`src/rtl/riscv_mem_stage.sv`:
```
// MEM stage of the RV32I pipeline: issues loads/stores on a req/ack data bus,
// stalls the upstream pipeline until the access completes, aligns and extends
// load data, and forwards writeback control to the MEM/WB register.
module riscv_mem_stage #(
  parameter int XLEN    = 32,
  parameter int TIMEOUT = 255
) (
  input  logic            i_clk,
  input  logic            i_rst,
  input  logic            i_mem_ctrl_mem_read,
  input  logic            i_mem_ctrl_mem_write,
  input  logic [2:0]      i_mem_funct3,
  input  logic            i_mem_ctrl_reg_write,
  input  logic            i_mem_ctrl_rd_src,
  input  logic [4:0]      i_mem_rd_addr,
  input  logic [XLEN-1:0] i_mem_rd_result,
  input  logic [XLEN-1:0] i_mem_store_data,
  output logic            o_dmem_req,
  output logic            o_dmem_we,
  output logic [XLEN-1:0] o_dmem_addr,
  output logic [XLEN-1:0] o_dmem_wdata,
  output logic [3:0]      o_dmem_be,
  input  logic            i_dmem_ack,
  input  logic [XLEN-1:0] i_dmem_rdata,
  output logic            o_mem_stall,
  output logic            o_misaligned,
  output logic            o_bus_err,
  output logic            o_wb_ctrl_reg_write,
  output logic            o_wb_ctrl_rd_src,
  output logic [4:0]      o_wb_rd_addr,
  output logic [XLEN-1:0] o_wb_rd_result,
  output logic [XLEN-1:0] o_wb_read_data
);

  localparam logic [1:0] S_IDLE = 2'd0;
  localparam logic [1:0] S_WAIT = 2'd1;
  localparam logic [1:0] S_DONE = 2'd2;

  localparam logic [9:0] TIMEOUT_C = 10'(TIMEOUT);

  logic [1:0]      state_q, state_d;
  logic [9:0]      cnt_q, cnt_d;
  logic [XLEN-1:0] rdata_q, rdata_d;
  logic            bus_err_q, bus_err_d;

  logic op, is_store, is_load, legal, fault, issue, timeout_hit;
  logic [1:0] addr_lo;

  // Decode the access: legality, alignment and whether a new request starts.
  always_comb begin
    op       = i_mem_ctrl_mem_read | i_mem_ctrl_mem_write;
    is_store = i_mem_ctrl_mem_write;
    is_load  = i_mem_ctrl_mem_read & ~i_mem_ctrl_mem_write;
    addr_lo  = i_mem_rd_result[1:0];
    if (is_store) legal = (i_mem_funct3 inside {3'b000, 3'b001, 3'b010});
    else          legal = (i_mem_funct3 inside {3'b000, 3'b001, 3'b010, 3'b100, 3'b101});
    fault = op & (~legal
                  | ((i_mem_funct3[1:0] == 2'b01) & addr_lo[0])
                  | ((i_mem_funct3[1:0] == 2'b10) & (addr_lo != 2'b00)));
    issue       = (state_q == S_IDLE) & op & ~fault;
    timeout_hit = (state_q == S_WAIT) & (cnt_q == TIMEOUT_C);
  end

  // Access sequencer: IDLE -> (WAIT_ACK) -> DONE -> IDLE.
  always_comb begin
    // NOTE: every combinational output gets a default first so no path leaves it unassigned (no latch).
    state_d   = state_q;
    cnt_d     = cnt_q;
    rdata_d   = rdata_q;
    bus_err_d = 1'b0;
    case (state_q)
      S_IDLE: begin
        if (issue) begin
          if (i_dmem_ack) begin
            rdata_d = i_dmem_rdata;
            state_d = S_DONE;
          end else begin
            cnt_d   = 10'd1;
            state_d = S_WAIT;
          end
        end
      end
      S_WAIT: begin
        if (i_dmem_ack) begin
          rdata_d = i_dmem_rdata;
          state_d = S_DONE;
        end else if (timeout_hit) begin
          rdata_d   = '0;
          bus_err_d = 1'b1;
          state_d   = S_DONE;
        end else begin
          cnt_d = cnt_q + 10'd1;
        end
      end
      S_DONE: begin
        cnt_d   = '0;
        state_d = S_IDLE;
      end
      default: state_d = S_IDLE;
    endcase
  end

  // State, timeout counter, captured read word and bus-error pulse.
  always_ff @(posedge i_clk or posedge i_rst) begin
    // NOTE: the capture register is a single word, so it is reset along with the FSM; a real memory array would not be.
    if (i_rst) begin
      state_q   <= S_IDLE;
      cnt_q     <= '0;
      rdata_q   <= '0;
      bus_err_q <= 1'b0;
    end else begin
      // NOTE: non-blocking assignments so every register samples pre-edge values.
      state_q   <= state_d;
      cnt_q     <= cnt_d;
      rdata_q   <= rdata_d;
      bus_err_q <= bus_err_d;
    end
  end

  // Bus drive: address, lane-replicated write data and byte enables.
  always_comb begin
    o_dmem_req  = ~i_rst & (issue | ((state_q == S_WAIT) & ~timeout_hit));
    o_mem_stall = ~i_rst & (issue | (state_q == S_WAIT));
    o_dmem_we   = is_store;
    o_dmem_addr = {i_mem_rd_result[XLEN-1:2], 2'b00};
    case (i_mem_funct3[1:0])
      2'b00:   o_dmem_wdata = {(XLEN/8){i_mem_store_data[7:0]}};
      2'b01:   o_dmem_wdata = {(XLEN/16){i_mem_store_data[15:0]}};
      default: o_dmem_wdata = i_mem_store_data;
    endcase
    o_dmem_be = 4'b1111;
    if (is_store) begin
      case (i_mem_funct3[1:0])
        2'b00:   o_dmem_be = 4'b0001 << addr_lo;
        2'b01:   o_dmem_be = addr_lo[1] ? 4'b1100 : 4'b0011;
        default: o_dmem_be = 4'b1111;
      endcase
    end
  end

  logic [7:0]      ld_byte;
  logic [15:0]     ld_half;
  logic [XLEN-1:0] ld_ext;

  // Load alignment and extension from the captured word, plus writeback pass-through.
  always_comb begin
    case (addr_lo)
      2'b00:   ld_byte = rdata_q[7:0];
      2'b01:   ld_byte = rdata_q[15:8];
      2'b10:   ld_byte = rdata_q[23:16];
      default: ld_byte = rdata_q[31:24];
    endcase
    ld_half = addr_lo[1] ? rdata_q[31:16] : rdata_q[15:0];
    case (i_mem_funct3)
      3'b000:  ld_ext = {{(XLEN-8){ld_byte[7]}}, ld_byte};
      3'b001:  ld_ext = {{(XLEN-16){ld_half[15]}}, ld_half};
      3'b100:  ld_ext = {{(XLEN-8){1'b0}}, ld_byte};
      3'b101:  ld_ext = {{(XLEN-16){1'b0}}, ld_half};
      default: ld_ext = rdata_q;
    endcase
    o_wb_read_data      = ((state_q == S_DONE) & is_load) ? ld_ext : '0;
    o_misaligned        = fault;
    o_bus_err           = bus_err_q;
    o_wb_ctrl_reg_write = i_mem_ctrl_reg_write & ~fault;
    o_wb_ctrl_rd_src    = i_mem_ctrl_rd_src;
    o_wb_rd_addr        = i_mem_rd_addr;
    o_wb_rd_result      = i_mem_rd_result;
  end

endmodule
```
`config.mk`:
```
export PLATFORM = sky130hd
export DESIGN_NAME = riscv_mem_stage
export DESIGN_NICKNAME = d
export VERILOG_FILES = /design/src/rtl/riscv_mem_stage.sv
export SDC_FILE = /design/constraint.sdc
export NUM_CORES = 1
export LEC_CHECK = 0
export ABC_AREA = 1
export BUFFER_PORTS_ARGS = -buffer_cell sky130_fd_sc_hd__buf_2
export CAP_MARGIN = 20
export CORE_MARGIN = 2
export CORE_UTILIZATION = 39
export CTS_CLUSTER_DIAMETER = 40
export DETAILED_ROUTE_END_ITERATION = 10
export GPL_ROUTABILITY_DRIVEN = 0
export HOLD_SLACK_MARGIN = 0.1
export PLACE_DENSITY = 0.75
export SYNTH_ARGS = -nofsm -noshare
export SYNTH_HDL_FRONTEND = slang
export SYNTH_SLANG_ARGS = --single-unit
```
`constraint.sdc`:
```
create_clock -name i_clk -period 1.65 [get_ports i_clk]
set_input_delay 0.0825 -clock i_clk [delete_from_list [all_inputs] [get_ports i_clk]]
set_output_delay 0.0825 -clock i_clk [all_outputs]
set_load 0.05 [all_outputs]
```
==> results of run 1 <==
worst reg2reg max path, cell delays in order, from the launching register on:
cell	delay, ps
dfrtp_1	420
inv_2	100
ha_4	150
inv_4	40
a21oi_2	110
nand3_2	120
buf_6	140
nand2_4	90
nand3_4	180
clkbuf_16	260
nand2_1	90
o21ai_2	60
sequential cells by signal (all words and copies together) (netlist names):
name	flops
rdata_q	32
cnt_q	10
state_q	2
o_bus_err	1
cell type report:
class                   instances  area, sq um
clock buffers                   5         68.8
clock inverters                 2         35.0
fillers                       784         3710
inverters                      38          153
multi-input cells             408         2510
flip-flops and latches         45         1130
well taps                     133          166
repair buffers                247         2100
path summary, 6_finish.rpt:
check | from | to | depth (start not counted) | slack [ps]
setup reg to reg | state_q[1]$_DFFE_PP0P_ | rdata_q[13]$_DFFE_PP0P_ | 11 | -210
hold / removal | i_mem_rd_addr[4] | o_wb_rd_addr[4] | 0 | 170
setup / recovery | state_q[1]$_DFFE_PP0P_ | rdata_q[13]$_DFFE_PP0P_ | 11 | -210
hold reg to reg | cnt_q[9]$_DFFE_PP0P_ | cnt_q[9]$_DFFE_PP0P_ | 2 | 530
min in group asynchronous | i_rst | rdata_q[23]$_DFFE_PP0P_ | 3 | 450
max in group asynchronous | i_rst | rdata_q[13]$_DFFE_PP0P_ | 5 | 540
logic make-up (layout without fill, tap and decap cells):
logic type | Yosys count | after routing
AOI/OAI and AO/OA | 104 | 104
xor gates and xnor gates | 1 | 1
adders and majority gates | 5 | 5
buffers and inverters | 142 | 292
DFF | 45 | 45
other | 1 | 2
and+or+nand+nor | 296 | 296
placed cells by master, fill, tap and decap left out, types with 16 or more instances in the layout:
cell type,count
o21ai_2,34
o21ai_1,19
nand2_1,158
nor2_4,17
dlygate4sd3_1,34
buf_4,38
nor2_1,53
nand2_2,16
nand2_4,16
dfrtp_1,45
buf_2,110
inv_1,29
nand3_1,16
buf_6,41
what timing repair did:
action	4_1_cts	5_1_grt
endpoints found under the setup margin	73	76
resized for setup	106	100
setup buffers	15	7
hold endpoints to repair	43	0
pin swaps	13	15
hold buffers	34	0
cloned	1	7
power breakdown:
group | total, mW | internal (mW) | switching (mW)
sequential | 1.97 | 1.53 | 0.443
clock | 0.822 | 0.441 | 0.381
combinational | 5.40 | 2.23 | 3.17
total | 8.19 | 4.20 | 3.99
routing by layer:
| layer | share of wire [%] | global-route usage (%) | up-vias |
|---|---|---|---|
| li1 | - | - | 2125 |
| met1 | 37 | 31.2 | 2191 |
| met2 | 48 | 45.8 | 367 |
| met3 | 10 | 7.74 | 88 |
| met4 | 5.2 | 10.8 | 0 |
| met5 | 0 | 0 | - |
through the flow:
step | total power, mW | setup TNS (ps)
after floorplan | 4.85 | -978
after global placement | 5.30 | 0
after detailed placement | 5.35 | -1020
after CTS | 6.68 | -6600
after global routing | 8.62 | -16000
final | 8.19 | -10350
==> out/qor.csv, run 1 <==
stage,metric,value,unit
die,num rows,36,
clock_network,CTS Sinks,45,
final_layout,final instance area,6160,sq um
timing,hold_ws,165,ps
timing,RSZ-0062 raised after global routing,yes,
power,PD cells,1330,nW/um^2
detailed_routing,1st-iter DRT viols,456,
worst_setup_path,Worst setup EP type,register,
detailed_routing,vias post-DR,4771,
clock_network,Num CTS Buffers,5,
synthesis,Cell variety after synth,33,
timing,Final min period,1860,ps
worst_setup_path,"Data required, critical path",1840,ps
global_route,Total GRT Usage,26.7,%
job,Max Cap Viol,0,
synthesis,Post-synth EDFFs,0,
synthesis,post-synthesis sequential area ratio,28.2,%
timing,"Slew Viols, Final",0,
power,worst ir drop on vdd,707,uV
worst_setup_path,"delay-heaviest family, CP",buffers and inverters,
timing,setup ws final,-214,ps
placed_design,HPWL Detailed,10.9,mm
synthesis,ys async rst share,100,%
timing,final setup vio count,76,
timing,skew final,11.6,ps
global_route,pin count of the biggest net entering global routing,65,
synthesis,Synth Area in XOR/XNOR,0.219,%
synthesis,ys flop type,dfrtp_1,
synthesis,Syn Inst Count,594,
worst_setup_path,crit start category,register,
placed_design,# port buffers,150,
synthesis,post-synthesis register bit count,45,
synthesis,post-synthesis mux area share,0,%
synthesis,Synth area leader,dfrtp_1,
detailed_routing,drt via density,5.43,
synthesis,ranking of synthesized cells by area,"dfrtp_1 (28%), nand2_1 (17%), buf_4 (15%)",
timing,FMAX,537,MHz
synthesis,Post-synth top cells,"nand2_1 (186), buf_4 (80), nor2_1 (69)",
die,Initial Utilization,40.5,%
clock_network,Clock Tree Buf Depth,2,
placed_design,pre-CTS WS,-47.3,ps
detailed_routing,DRT antenna net count,0,
detailed_routing,WL/cell,19.4,microns
power,Lkg Pwr,3.09,nW
worst_setup_path,Setup CP Type,register to register,
die,die area,11100,sq um
die,Core ar.,9860,sq um
worst_setup_path,"Buf+Inv Stages, Crit Path",4,
final_layout,antenna cells,0,
detailed_routing,WL final,17.0,mm
final_layout,Area growth syn-to-layout,54.2,%
worst_setup_path,Slowest cell on crit path,dfrtp_1,
synthesis,most frequent cell after synthesis,nand2_1,
final_layout,final core occ,62.4,%
placed_design,DP Area,4730,sq um
timing,final period utilization,113,%
synthesis,syn avg cell area,6.72,sq um
synthesis,combinational family with the most area after synthesis,simple AND/OR/NAND/NOR gates,
placed_design,Cells after DPL,811,
clock_network,clock root buffer,clkbuf_8,
worst_setup_path,WP data arrival,2060,ps
worst_setup_path,worst stage delay on the critical path,420,ps
clock_network,CTS tree,built,
die,Die H,105,microns
clock_network,Clock Latency Late Sink,300,ps
final_layout,share of cells above drive strength 1,46.2,%
die,IO Count,255,
status,failing checks,setup timing,
synthesis,Synth top area share,28.2,%
synthesis,Yosys Warn Count,0,
min_path,Hold/Removal Path Class,primary input to output port,
synthesis,compound-cell area share of the yosys netlist,16.5,%
global_route,initial antenna violation count,0,
worst_setup_path,"Max FO, Critical Path",16,
timing,final hold violation count,0,
final_layout,final std cells w/o fill,878,
global_route,grt ovf,0,
synthesis,"Cell Area, Synth",3990,sq um
global_route,number of global-route vias before repair,4475,
synthesis,simple-gate share of the synthesized area,31.1,%
status,status,"finished, violations left",
clock_network,Clock Pin Slew Worst Setup and Hold Paths,90,ps
global_route,global-route wire length before repair,23.3,mm
clock_network,htree depth,2,
detailed_routing,drt pass-1 iters,5,
final_layout,Final nets,861,
detailed_routing,Remaining DRCs,0,
synthesis,Post-Synth Adder-Cell Area,1.57,%
die,Die X,105,microns
worst_setup_path,crit-path cells,inv_2 > ha_4 > inv_4 > a21oi_2 > nand3_2 > buf_6 > nand2_4 > nand3_4 > clkbuf_16 > nand2_1 > o21ai_2,
Note: power is estimated with default switching activity, not from simulation.
==> inputs of run 2 (changes only) <==
- ABC_AREA: 1 -> 0
- PLACE_DENSITY: 0.75 -> 0.74
==> out/qor.csv, run 2 <==
stage,metric,value,unit
timing,"Slew Viols, Final",0,
clock_network,Clock Latency Late Sink,310,ps
job,Max Cap Viol,0,
die,die area,11100,sq um
placed_design,HPWL Detailed,9.39,mm
placed_design,Cells after DPL,739,
min_path,Hold Path Depth,0,
clock_network,Clock Pin Slew Worst Setup and Hold Paths,100,ps
synthesis,Cell variety after synth,50,
worst_setup_path,"Data required, critical path",1570,ps
worst_setup_path,"Max FO, Critical Path",8,
final_layout,most frequent cells in the layout,"buf_2 (116), nand2_1 (86), buf_4 (52)",
detailed_routing,drt via density,5.43,
timing,skew final,16.6,ps
synthesis,Syn Inst Count,508,
detailed_routing,vias post-DR,4345,
min_path,Hold/Removal Path Class,primary input to output port,
power,worst ir drop on vdd,484,uV
die,Core ar.,9860,sq um
global_route,grt ovf,0,
clock_network,Num CTS Buffers,5,
global_route,pin count of the biggest net entering global routing,46,
timing,Slew HR,55.9,%
global_route,initial antenna violation count,0,
detailed_routing,DRT antenna net count,0,
timing,Worst Max-Slew Pin Slew,662,ps
synthesis,post-synthesis sequential area ratio,28.2,%
clock_network,Clock Tree Buf Depth,2,
synthesis,Post-synth EDFFs,0,
detailed_routing,WL final,14.5,mm
detailed_routing,1st-iter DRT viols,317,
timing,setup ws final,-437,ps
die,Die H,105,microns
timing,Final min period,2090,ps
synthesis,ranking of synthesized cells by area,"dfrtp_1 (28%), buf_4 (15%), mux2i_1 (12%)",
final_layout,"commonest non-fill, non-tap cell in the layout",buf_2,
final_layout,antenna cells,0,
clock_network,CTS Sinks,45,
power,PD cells,1120,nW/um^2
global_route,Total GRT Usage,23.7,%
detailed_routing,WL/cell,18.1,microns
timing,FMAX,479,MHz
timing,Final TNS setup,-16300,ps
synthesis,"Cell Area, Synth",4000,sq um
clock_network,htree depth,2,
timing,RSZ-0062 raised after global routing,yes,
synthesis,Yosys Warn Count,0,
worst_setup_path,Worst setup EP type,output port,
worst_setup_path,Setup CP Type,register to output port,
final_layout,final std cells w/o fill,800,
global_route,number of global-route vias before repair,4382,
final_layout,max reg flops,32,
final_layout,biggest regs,"rdata_q: 32 flops, cnt_q: 10 flops, state_q: 2 flops",
final_layout,Area growth syn-to-layout,54.1,%
synthesis,ys async rst share,100,%
clock_network,CTS tree,built,
status,status,"finished, violations left",
power,Power Total,6.88,mW
power,Lkg Pwr,2.91,nW
synthesis,most frequent cell after synthesis,nand2_1,
clock_network,clock root buffer,clkbuf_8,
die,IO Count,255,
final_layout,share of cells above drive strength 1,48.4,%
synthesis,Synth top area share,28.2,%
placed_design,pre-CTS WS,-298,ps
status,failing checks,setup timing,
die,Die X,105,microns
final_layout,Biggest register,rdata_q,
placed_design,# port buffers,150,
synthesis,syn avg cell area,7.87,sq um
timing,hold_ws,165,ps
synthesis,ys flop type,dfrtp_1,
die,num rows,36,
timing,final period utilization,126,%
global_route,global-route wire length before repair,21.4,mm
timing,final setup vio count,76,
die,Initial Utilization,40.5,%
worst_setup_path,WP data arrival,2000,ps
final_layout,Final nets,782,
synthesis,Synth area leader,dfrtp_1,
worst_setup_path,worst stage delay on the critical path,430,ps
synthesis,post-synthesis register bit count,45,
final_layout,Fillers,758,
worst_setup_path,worst r2r path cells,7,
synthesis,Post-synth top cells,"nand2_1 (89), buf_4 (79), mux2i_1 (46)",
detailed_routing,Remaining DRCs,0,
timing,final hold violation count,0,
worst_setup_path,crit-path cells,mux4_2 > nand2_1 > a221o_2 > buf_16 > a21oi_4 > buf_6,
worst_setup_path,crit start category,register,
detailed_routing,drt pass-1 iters,6,
worst_setup_path,Slowest cell on crit path,dfrtp_1,
run 2: cell types whose count changed after synthesis, moves of 5 or more:
cell	change
a21oi_1	+6
a31oi_1	+6
clkbuf_1	+9
inv_1	+7
mux2_2	+9
mux2i_1	+46
nand2_1	-97
nand4_1	-5
nor2_1	-52
nor2b_1	+5
nor3_1	+8
o211ai_1	-5
o21ai_1	-17
o21ai_2	-23
run 2: worst paths after layout:
check | slack [ps] | to | from
setup / recovery | -440 | o_wb_read_data[22] | rdata_q[31]$_DFFE_PP0P_
hold / removal | 170 | o_dmem_addr[15] | i_mem_rd_result[15]
setup reg to reg | -230 | cnt_q[9]$_DFFE_PP0P_ | state_q[0]$_DFFE_PP0P_
hold reg to reg | 540 | rdata_q[5]$_DFFE_PP0P_ | rdata_q[5]$_DFFE_PP0P_
max in group asynchronous | 700 | rdata_q[16]$_DFFE_PP0P_ | i_rst
min in group asynchronous | 520 | state_q[0]$_DFFE_PP0P_ | i_rst
run 2: report_power, final:
group,switching [mW],internal (mW)
Clock,0.443,0.302
Sequential,0.319,1.54
Combinational,2.45,1.82
run 2: layout make-up:
class	instances	area [sq um]	area share, %
sequential	45	1130	18.3
timing repair buffer	258	2070	33.6
clock inverter	3	21.3	0.345
clock buffer	5	68.8	1.12
multi-input combinational	314	2540	41.2
inverter	42	170	2.76
tap	133	166	2.70
run 2: critical path, delay by kind of cell, from the launching register on:
| family | cells | cell delay, ps |
|---|---|---|
| compound gates | 2 | 560 |
| buf+inv | 2 | 370 |
| flops | 1 | 430 |
| mux | 1 | 270 |
| simple gates | 1 | 50 |
run 2: layer usage:
metal / routed length (microns) / vias up / GRT usage, %
li1: - / 1966 / -
met4: 341 / 0 / 6.29
met5: 0 / - / 0
met1: 5780 / 2100 / 28.8
met2: 7490 / 224 / 43.7
met3: 896 / 55 / 3.34
run 2: cells by family (layout without fill, tap and decap cells):
kind of cell	after synthesis	after routing	share of synthesized area (%)
buffers and inverters	150	308	22.5
AO/OA/AOI/OAI	95	95	15.7
other	1	2	0.0938
AND/OR/NAND/NOR	156	156	17.4
flip-flops	45	45	28.2
adder cells (fa/ha/maj)	5	5	1.56
multiplexers	56	56	14.6
run 2: what timing repair did:
item                       in CTS  in global routing
pin swaps                      14                 10
hold endpoints to repair       77                  0
gates cloned                    2                  2
hold buffers                   33                  0
gates resized for setup       109                 23
setup buffers                   9                 12
setup endpoints to repair      75                 78
run 2: per-stage QoR:
stage / utilization (%) / area [sq um]
after floorplan: - / 4410
after global placement: 50.8 / 5010
after detailed placement: 50.8 / 5010
after CTS: 60.1 / 5930
after global routing: 62.5 / 6160
final: 62.5 / 6160
